$ cat src/rtl/car_motion_ctl.sv
// Per-axis car motion engine: independent X/Y speed ramps with braking, 8-way heading,
// wall-hit pulse and a freeze input. Axis index 0 is X, index 1 is Y.
module car_motion_ctl #(
  parameter int unsigned SCREEN_W   = 1024,
  parameter int unsigned SCREEN_H   = 768,
  parameter int unsigned CAR_W      = 64,
  parameter int unsigned CAR_H      = 64,
  parameter int unsigned X_INIT     = 300,
  parameter int unsigned Y_INIT     = 250,
  parameter int unsigned DELAY_MIN  = 100000,
  parameter int unsigned DELAY_MAX  = 400000,
  parameter int unsigned DELAY_STEP = 10000,
  parameter int unsigned TW         = 24,
  parameter int unsigned PW         = 11
) (
  input  logic          pclk_i,
  input  logic          rst_ni,
  input  logic          enable_i,
  input  logic [3:0]    key_i,
  output logic [PW-1:0] xpos_o,
  output logic [PW-1:0] ypos_o,
  output logic [2:0]    move_dir_o,
  output logic          x_moving_o,
  output logic          y_moving_o,
  output logic          wall_hit_o
);

  localparam logic [TW-1:0] DMin      = TW'(DELAY_MIN);
  localparam logic [TW-1:0] DMax      = TW'(DELAY_MAX);
  localparam logic [TW-1:0] DStep     = TW'(DELAY_STEP);
  localparam logic [TW-1:0] DStep2    = TW'(2 * DELAY_STEP);
  // Clamp thresholds, compared before the add/subtract so nothing ever wraps.
  localparam logic [TW-1:0] DAccelLim = TW'(DELAY_MIN + DELAY_STEP);
  localparam logic [TW-1:0] DBrakeLim = TW'(DELAY_MAX - 2 * DELAY_STEP);
  localparam logic [TW-1:0] DCoastLim = TW'(DELAY_MAX - DELAY_STEP);
  localparam logic [TW-1:0] TOne      = TW'(1);
  localparam logic [PW-1:0] POne      = PW'(1);
  localparam logic [PW-1:0] XLim      = PW'(SCREEN_W - CAR_W);
  localparam logic [PW-1:0] YLim      = PW'(SCREEN_H - CAR_H);

  logic [TW-1:0] timer_q [2];
  logic [TW-1:0] timer_d [2];
  logic [TW-1:0] delay_q [2];
  logic [TW-1:0] delay_d [2];
  logic [PW-1:0] pos_q   [2];
  logic [PW-1:0] pos_d   [2];
  logic [1:0]    sign_q, sign_d;   // 1 = negative direction
  logic [1:0]    cmd_act, cmd_neg; // axis has a command / command is negative
  logic [1:0]    stopped, tick, blocked;
  logic [2:0]    dir_q, dir_d;
  logic          x_moving_q, y_moving_q, wall_hit_q;

  // Decode keys into per-axis commands; opposing keys cancel.
  always_comb begin
    cmd_act[0] = key_i[3] ^ key_i[2];
    cmd_neg[0] = key_i[2];
    cmd_act[1] = key_i[0] ^ key_i[1];
    cmd_neg[1] = key_i[0];
  end

  // Per-axis timer, speed ramp and position step.
  always_comb begin
    for (int a = 0; a < 2; a++) begin
      timer_d[a] = timer_q[a];
      delay_d[a] = delay_q[a];
      pos_d[a]   = pos_q[a];
      sign_d[a]  = sign_q[a];
      blocked[a] = 1'b0;
      stopped[a] = (delay_q[a] == DMax);
      tick[a]    = stopped[a] || (timer_q[a] >= delay_q[a]);
      if (enable_i) begin
        if (!tick[a]) begin
          timer_d[a] = timer_q[a] + TOne;
        end else begin
          timer_d[a] = '0;
          if (stopped[a]) begin
            if (cmd_act[a]) begin
              sign_d[a]  = cmd_neg[a];
              delay_d[a] = DCoastLim;
            end
          end else if (sign_q[a] ? (pos_q[a] == '0)
                                 : (pos_q[a] >= ((a == 0) ? XLim : YLim))) begin
            blocked[a] = 1'b1;
            delay_d[a] = DMax;
          end else begin
            pos_d[a] = sign_q[a] ? (pos_q[a] - POne) : (pos_q[a] + POne);
            if (cmd_act[a] && (cmd_neg[a] == sign_q[a])) begin
              delay_d[a] = (delay_q[a] <= DAccelLim) ? DMin : (delay_q[a] - DStep);
            end else if (cmd_act[a]) begin
              delay_d[a] = (delay_q[a] >= DBrakeLim) ? DMax : (delay_q[a] + DStep2);
            end else begin
              delay_d[a] = (delay_q[a] >= DCoastLim) ? DMax : (delay_q[a] + DStep);
            end
          end
        end
      end
    end
  end

  // Heading follows any non-empty command; held when both axes are idle.
  always_comb begin
    dir_d = dir_q;
    if (enable_i && (cmd_act != 2'b00)) begin
      case ({cmd_act[0], cmd_neg[0]})
        2'b10:   dir_d = !cmd_act[1] ? 3'd2 : (cmd_neg[1] ? 3'd1 : 3'd3);
        2'b11:   dir_d = !cmd_act[1] ? 3'd6 : (cmd_neg[1] ? 3'd7 : 3'd5);
        default: dir_d = cmd_neg[1] ? 3'd0 : 3'd4;
      endcase
    end
  end

  // State and registered outputs.
  always_ff @(posedge pclk_i or negedge rst_ni) begin
    if (!rst_ni) begin
      timer_q[0] <= '0;
      timer_q[1] <= '0;
      delay_q[0] <= DMax;
      delay_q[1] <= DMax;
      pos_q[0]   <= PW'(X_INIT);
      pos_q[1]   <= PW'(Y_INIT);
      sign_q     <= 2'b00;
      dir_q      <= 3'd4;
      x_moving_q <= 1'b0;
      y_moving_q <= 1'b0;
      wall_hit_q <= 1'b0;
    end else begin
      timer_q[0] <= timer_d[0];
      timer_q[1] <= timer_d[1];
      delay_q[0] <= delay_d[0];
      delay_q[1] <= delay_d[1];
      pos_q[0]   <= pos_d[0];
      pos_q[1]   <= pos_d[1];
      sign_q     <= sign_d;
      dir_q      <= dir_d;
      x_moving_q <= (delay_d[0] != DMax);
      y_moving_q <= (delay_d[1] != DMax);
      wall_hit_q <= enable_i && (blocked != 2'b00);
    end
  end

  assign xpos_o     = pos_q[0];
  assign ypos_o     = pos_q[1];
  assign move_dir_o = dir_q;
  assign x_moving_o = x_moving_q;
  assign y_moving_o = y_moving_q;
  assign wall_hit_o = wall_hit_q;

endmodule
$ cat config.mk
export PLATFORM = sky130hd
export DESIGN_NAME = car_motion_ctl
export DESIGN_NICKNAME = d
export VERILOG_FILES = /design/src/rtl/car_motion_ctl.sv
export SDC_FILE = /design/constraint.sdc
export NUM_CORES = 1
export LEC_CHECK = 0
export ABC_CLOCK_PERIOD_IN_PS = 3950
export BUFFER_PORTS_ARGS = -buffer_cell sky130_fd_sc_hd__buf_2
export CAP_MARGIN = 20
export CORE_UTILIZATION = 61
export CTS_CLUSTER_SIZE = 24
export DETAILED_ROUTE_END_ITERATION = 6
export PLACE_DENSITY = 0.79
export RECOVER_POWER = 25
export SLEW_MARGIN = 20
export SYNTH_ARGS = -nofsm -noshare
export SYNTH_HDL_FRONTEND = slang
export SYNTH_SLANG_ARGS = --single-unit
$ cat constraint.sdc
create_clock -name pclk_i -period 3.95 [get_ports pclk_i]
set_input_delay 0.395 -clock pclk_i [delete_from_list [all_inputs] [get_ports pclk_i]]
set_output_delay 0.395 -clock pclk_i [all_outputs]
set_load 0.02 [all_outputs]
==> out/results.ini, run 1 <==
[synthesis]
synth_seq_cells = 126
synth_compound_area_share_pct = 24.30
syn_area_per_cell_sq_um = 8.129
ys_warn_count = 0
synth_area_leader_cell = dfrtp_1
synth_nets = 1368
yosys.area_share.simple_pct = 22.17
synth_area_leaders = dfrtp_1 25%, ha_1 10%, dfstp_2 5.8%, a21oi_1 4.8%, nand2_1 4.5%
synth-xor-area-share_pct = 5.924
syn_area_sq_um = 10350
async_flop_share_pct = 100.0
yosysSeqAreaShare_pct = 30.75
ys.flop_type = dfrtp_1
synth_top_area_share_pct = 24.91
synthMuxAreaShare_pct = 0.3023
synth_top_family_by_area = compound AO/OA/AOI/OAI gates
synth_cells = 1273
synth_cell_types = 92
synth_edf_count = 0
synthAdderAreaFrac_pct = 10.78

[placement]
dp.cells = 1536
postPlaceCellArea_sq_um = 11050
place_congestion = 1.023
dp.final_hpwl_um = 22940
dp_slack_ps = 66.16
port_buffers = 34

[sta]
tns_ps = 0
finalSetupViolCount = 0
fmaxAchievable_ghz = 0.2598
finClkSkew_ps = 10.15
post-route-worst-setup-slack_ps = 101.6
drv_slew = 77
max_slew_margin_pct = -31.50
finalHoldViolCount = 0
worstMarginPinSlew_ps = 1973
layout_min_cycle_time_ps = 3848
min_period_over_period_pct = 97.43

[die]
io-pin-count = 35
rows = 47
die_y_um = 132.3
die_w_um = 132.3
core_region_area_sq_um = 16580
initial_core_util_pct = 62.40
die-area_sq_um = 17490

[routing]
wl_per_cell_um = 20.11
postRouteAntennaNets = 0
vias_per_cell = 6.682
drt-pass1-iter-count = 7
drt-initial-drc-count = 1346
vias = 10500
drc = 1
wirelength_um = 31600

[min_path]
min_to = sign_q[1]
min_path_cells = 3
hp-class = in -> reg
min_from = key_i[0]

[pwr]
leakage_uw = 0.005262
ir_drop_mv = 0.3170
p_per_area_nw_per_um2 = 297.5

[global_routing]
grt_max_degree = 77
grt_pass1_vias = 9778
grt_pass1_wl_um = 50730
overflow = 0
antenna_found_initial = 0
grt_usage_pct = 36.45

[worst_setup_path]
r2r_slack_ps = 100
critical_path_required_ps = 4260
critPathSlowestCell = dfstp_2
r2r_cells = 12
cp_cell_sequence = inv_1 -> ha_1 -> nand4_1 -> nor3_1 -> nor3_1 -> o211ai_1 -> buf_4 -> a21o_2 -> nand2_1 -> o22ai_1 -> or4b_1 -> or4b_1
worstPathMaxFanout = 12
cp_data_arrival_time_ps = 4160
max_stage_delay_ps = 710
reg2reg_to = y_moving_o
r2r-start = delay_q[11]
crit_type = reg -> reg
endpoint_kind = register
critPathLaunchType = register

[cells_and_area]
drive_gt1_share_pct = 14.66
register_area_sq_um = 3182
syn_to_final_growth_pct = 12.94
instances_no_fill = 1571
final_nets = 1433
n_antenna_cell = 0
utilization_pct = 70.48
multi_input_area_sq_um = 6574
n_fill_cell = 1368
fin_area_sq_um = 11690

[clock_tree]
cts_inserted_buffers = 17
cts_sinks = 126
clockBufferDepth = 2
cts_tree = done
ctsRootBufferMaster = clkbuf_16
cts.clk_slew.worst_paths_ps = 70
clk_latency_ps = 440
htree_levels = 4

[job]
cap_viol_max_count = 1

[run_status]
status = finished with violations
violations = DRC, capacitance limit, slew limit

per-layer routing:
layer / part of all wire (%) / up-vias / GRT usage [%]
li1: - / 4808 / -
met1: 43 / 4941 / 51.84
met4: 3.3 / 0 / 15.01
met2: 44 / 636 / 54.14
met5: 0 / - / 0
met3: 11 / 112 / 7.305
synth_stat cells (all sizes together), types with 7 or more instances:
| cell | number |
|---|---|
| inv | 85 |
| and3 | 18 |
| dfstp | 23 |
| nor4 | 19 |
| dfrtp | 103 |
| or3 | 14 |
| a22oi | 8 |
| nor2 | 100 |
| o21ai | 95 |
| a211oi | 17 |
| xor2 | 33 |
| nand3 | 54 |
| nand4 | 26 |
| a21oi | 99 |
| ha | 86 |
| o31ai | 13 |
| o22ai | 11 |
| o211ai | 15 |
| buf | 16 |
| a21o | 19 |
| clkbuf | 43 |
| a31oi | 16 |
| or2 | 12 |
| xnor2 | 37 |
| nor3 | 40 |
| nor2b | 8 |
| nand2b | 7 |
| and2 | 7 |
| nand2 | 126 |
stage by stage:
step | total power, uW | hold WS (ps)
floorplan | 1669 | 99.41
CTS | 3484 | 14.20
finish | 3477 | 320.4
global route | 3590 | 353.7
detailed placement | 1808 | 467.5
global placement | 1796 | 461.6
kinds of logic after synthesis:
logic type	after synthesis
compound gates	385
xor+xnor	70
fa+ha+maj	88
buf+inv	148
flops	126
mux	3
simple gates	453
power breakdown:
| group | internal (uW) | leakage [uW] | switching, uW |
|---|---|---|---|
| Clock | 1020 | 0.000304 | 655 |
| Sequential | 1350 | 0.00151 | 80.9 |
| Combinational | 150 | 0.00344 | 221 |
repair_timing:
action                                  in CTS  in global routing
endpoints found under the setup margin       0                  1
buffers inserted                             0                  3
hold buffers                                 0                  0
gates resized for setup                      0                  1
critical path, delay by kind of cell (launching register included):
kind / cells / cell delay (ps)
simple gates: 6 / 1720
fa+ha+maj: 1 / 340
buf+inv: 2 / 350
flops: 1 / 710
compound gates: 3 / 610
final cells by class:
cell class                 count  area share [%]
clock buffer                  18           3.758
tap                          220           2.355
sequential                   126           27.22
multi-input combinational    999           56.25
clock inverter                14           1.542
inverter                      89           2.858
timing repair buffer         105           6.016
layout by cell type, fill, tap and decap left out, types with 9 or more instances in the layout:
cell / n
nand2_1: 123
dfrtp_1: 103
a21oi_1: 98
nor2_1: 98
o21ai_0: 91
ha_1: 86
inv_1: 84
buf_4: 71
nand3_1: 54
nor3_1: 40
xnor2_1: 37
xor2_1: 33
buf_2: 33
nand4_1: 26
dfstp_2: 23
and3_1: 18
a211oi_1: 17
clkbuf_16: 17
a31oi_1: 16
o211ai_1: 15
a21o_1: 15
nor4_1: 14
o31ai_1: 13
or3_1: 11
o22ai_1: 10
or2_2: 9
worst max path at each step:
stage / startpoint / cells after the start / slack, ps / to
global route: delay_q[11] / 13 / -30 / y_moving_o
CTS: delay_q[11] / 13 / 80 / y_moving_o
finish: delay_q[11] / 12 / 100 / y_moving_o
detailed placement: delay_q[11] / 13 / 70 / y_moving_o
global placement: delay_q[11] / 13 / 170 / y_moving_o
floorplan: delay_q[41] / 13 / 540 / x_moving_o
state kept, by name, summed over array words and instances (netlist names):
| register | flops |
|---|---|
| delay_q | 48 |
| timer_q | 48 |
| xpos_o | 11 |
| ypos_o | 11 |
| move_dir_o | 3 |
| sign_q | 2 |
| wall_hit_o | 1 |
| x_moving_o | 1 |
| y_moving_o | 1 |
No activity file was read; power rests on OpenSTA's default activity.
==> run 2: changes to the inputs <==
--- a/config.mk
+++ b/config.mk
@@ -8,10 +8,9 @@
 export ABC_CLOCK_PERIOD_IN_PS = 3950
 export BUFFER_PORTS_ARGS = -buffer_cell sky130_fd_sc_hd__buf_2
 export CAP_MARGIN = 20
-export CORE_UTILIZATION = 61
+export CORE_UTILIZATION = 30
 export CTS_CLUSTER_SIZE = 24
 export DETAILED_ROUTE_END_ITERATION = 6
-export PLACE_DENSITY = 0.79
 export RECOVER_POWER = 25
 export SLEW_MARGIN = 20
 export SYNTH_ARGS = -nofsm -noshare
==> out/results.ini, run 2 (same netlist as run 1, synthesis figures left out) <==
[run_status]
status = finished with violations
violations = capacitance limit, slew limit

[worst_setup_path]
endpoint_kind = register
crit_type = reg -> reg
cp_cell_sequence = inv_1 -> ha_1 -> a21o_1 -> nand3_1 -> a21oi_1 -> o41a_1 -> a21o_2 -> nand2_1 -> o22ai_1 -> or4b_1 -> or4b_1
critPathSlowestCell = or4b_1
cp_data_arrival_time_ps = 4090
critical_path_required_ps = 4250
worstPathMaxFanout = 9
critPathLaunchType = register
max_stage_delay_ps = 620
crit_path_frequent_cell = or4b_1

[clock_tree]
cts_tree = done
htree_levels = 4
clockBufferDepth = 2
cts.clk_slew.worst_paths_ps = 60
ctsRootBufferMaster = clkbuf_16
clk_latency_ps = 440
cts_inserted_buffers = 17
cts_sinks = 126

[die]
rows = 67
initial_core_util_pct = 30.71
die_y_um = 187.7
die_w_um = 187.7
core_region_area_sq_um = 33700
io-pin-count = 35
die-area_sq_um = 35240

[routing]
wl_per_cell_um = 18.07
vias = 10180
drt-pass1-iter-count = 5
drt-initial-drc-count = 889
postRouteAntennaNets = 0
vias_per_cell = 5.665
wirelength_um = 32470
drc = 0

[cells_and_area]
n_antenna_cell = 0
drive_gt1_share_pct = 14.68
fin_area_sq_um = 12000
top_regs = delay_q: 48 flops, timer_q: 48 flops
final_nets = 1431
n_fill_cell = 3548
syn_to_final_growth_pct = 15.97
final_common_cell = nand2_1
final_cell_mix = 123 x nand2_1, 103 x dfrtp_1, 98 x nor2_1

[global_routing]
antenna_found_initial = 0
overflow = 0
grt_usage_pct = 18.63
grt_pass1_wl_um = 53120
grt_max_degree = 100
grt_pass1_vias = 9703

[placement]
postPlaceCellArea_sq_um = 11320
port_buffers = 34
dp.final_hpwl_um = 24240
dp_slack_ps = 52.52
place_congestion = 0.9505

[sta]
fmaxAchievable_ghz = 0.2638
tns_ps = 0
finalHoldViolCount = 0
post-route-worst-setup-slack_ps = 159.9
finalSetupViolCount = 0
drv_slew = 100
max_slew_margin_pct = -75.82
finClkSkew_ps = 12.55
layout_min_cycle_time_ps = 3790
worstMarginPinSlew_ps = 2637
min_period_over_period_pct = 95.95

[job]
cap_viol_max_count = 1

[pwr]
ir_drop_mv = 0.2921
p_per_area_nw_per_um2 = 297.0
leakage_uw = 0.005259

[min_path]
hp-class = in -> reg

==> run 2: cell types whose count changed in the layout (fill, tap and decap cells not counted), sizes merged <==
cell and change:
clkinvlp +2, buf -2, inv -6, clkinv +2, bufinv +2
==> run 2: power breakdown <==
group	internal (uW)	switching, uW
registers	1350	81.4
clock network	1120	649
logic	145	220
total	2610	950
==> run 2: metrics by stage <==
step	power [uW]	instances	utilization [%]	hold slack [ps]
after floorplan	1669	1273	-	99.41
after global placement	1809	1762	33.59	471.4
after detailed placement	1816	1762	33.59	484.5
after CTS	3602	1794	35.51	129.2
after global routing	3705	1797	35.61	344.1
final	3565	1797	35.61	313.3
==> run 2: area by class of cell <==
class                           instances  area [sq um]  area share, %
Inverter                               89         334.1          2.784
Clock buffer                           18         429.2          3.576
Tap cell                              448         560.5          4.671
Multi-Input combinational cell        999          6590          54.91
Timing Repair Buffer                  103         688.2          5.734
Clock inverter                         14         217.7          1.814
Sequential cell                       126          3182          26.51
==> run 2: worst paths after layout <==
path / depth (start not counted) / from / to / slack [ps]
min in group asynchronous: 1 / rst_ni / xpos_o[0] / 750
min: 3 / key_i[0] / sign_q[1] / 310
min reg2reg: 2 / ypos_o[4] / ypos_o[4] / 490
max reg2reg: 11 / delay_q[17] / y_moving_o / 160
max in group asynchronous: 1 / rst_ni / delay_q[6] / 1610
max: 11 / delay_q[17] / y_moving_o / 160
==> run 2: routing by layer <==
metal,up-vias,track usage [%],wire length [um]
li1,4796,-,-
met1,4844,25.42,14550
met2,454,28.58,14350
met3,86,3.668,2541
met4,0,7.817,1040
met5,-,0,0
==> run 2: what timing repair did <==
action                                  in CTS  in global routing
setup buffers                                0                  3
resized for setup                            0                  4
hold buffers                                 0                  0
endpoints found under the setup margin       0                  2
==> run 2: worst max-delay path, delay by kind of cell (launching register included) <==
kind,cells,cell delay (ps)
flip-flops,1,610
AND/OR/NAND/NOR,4,1530
AO/OA/AOI/OAI,5,1140
adder cells (fa/ha/maj),1,290
buffers and inverters,1,80
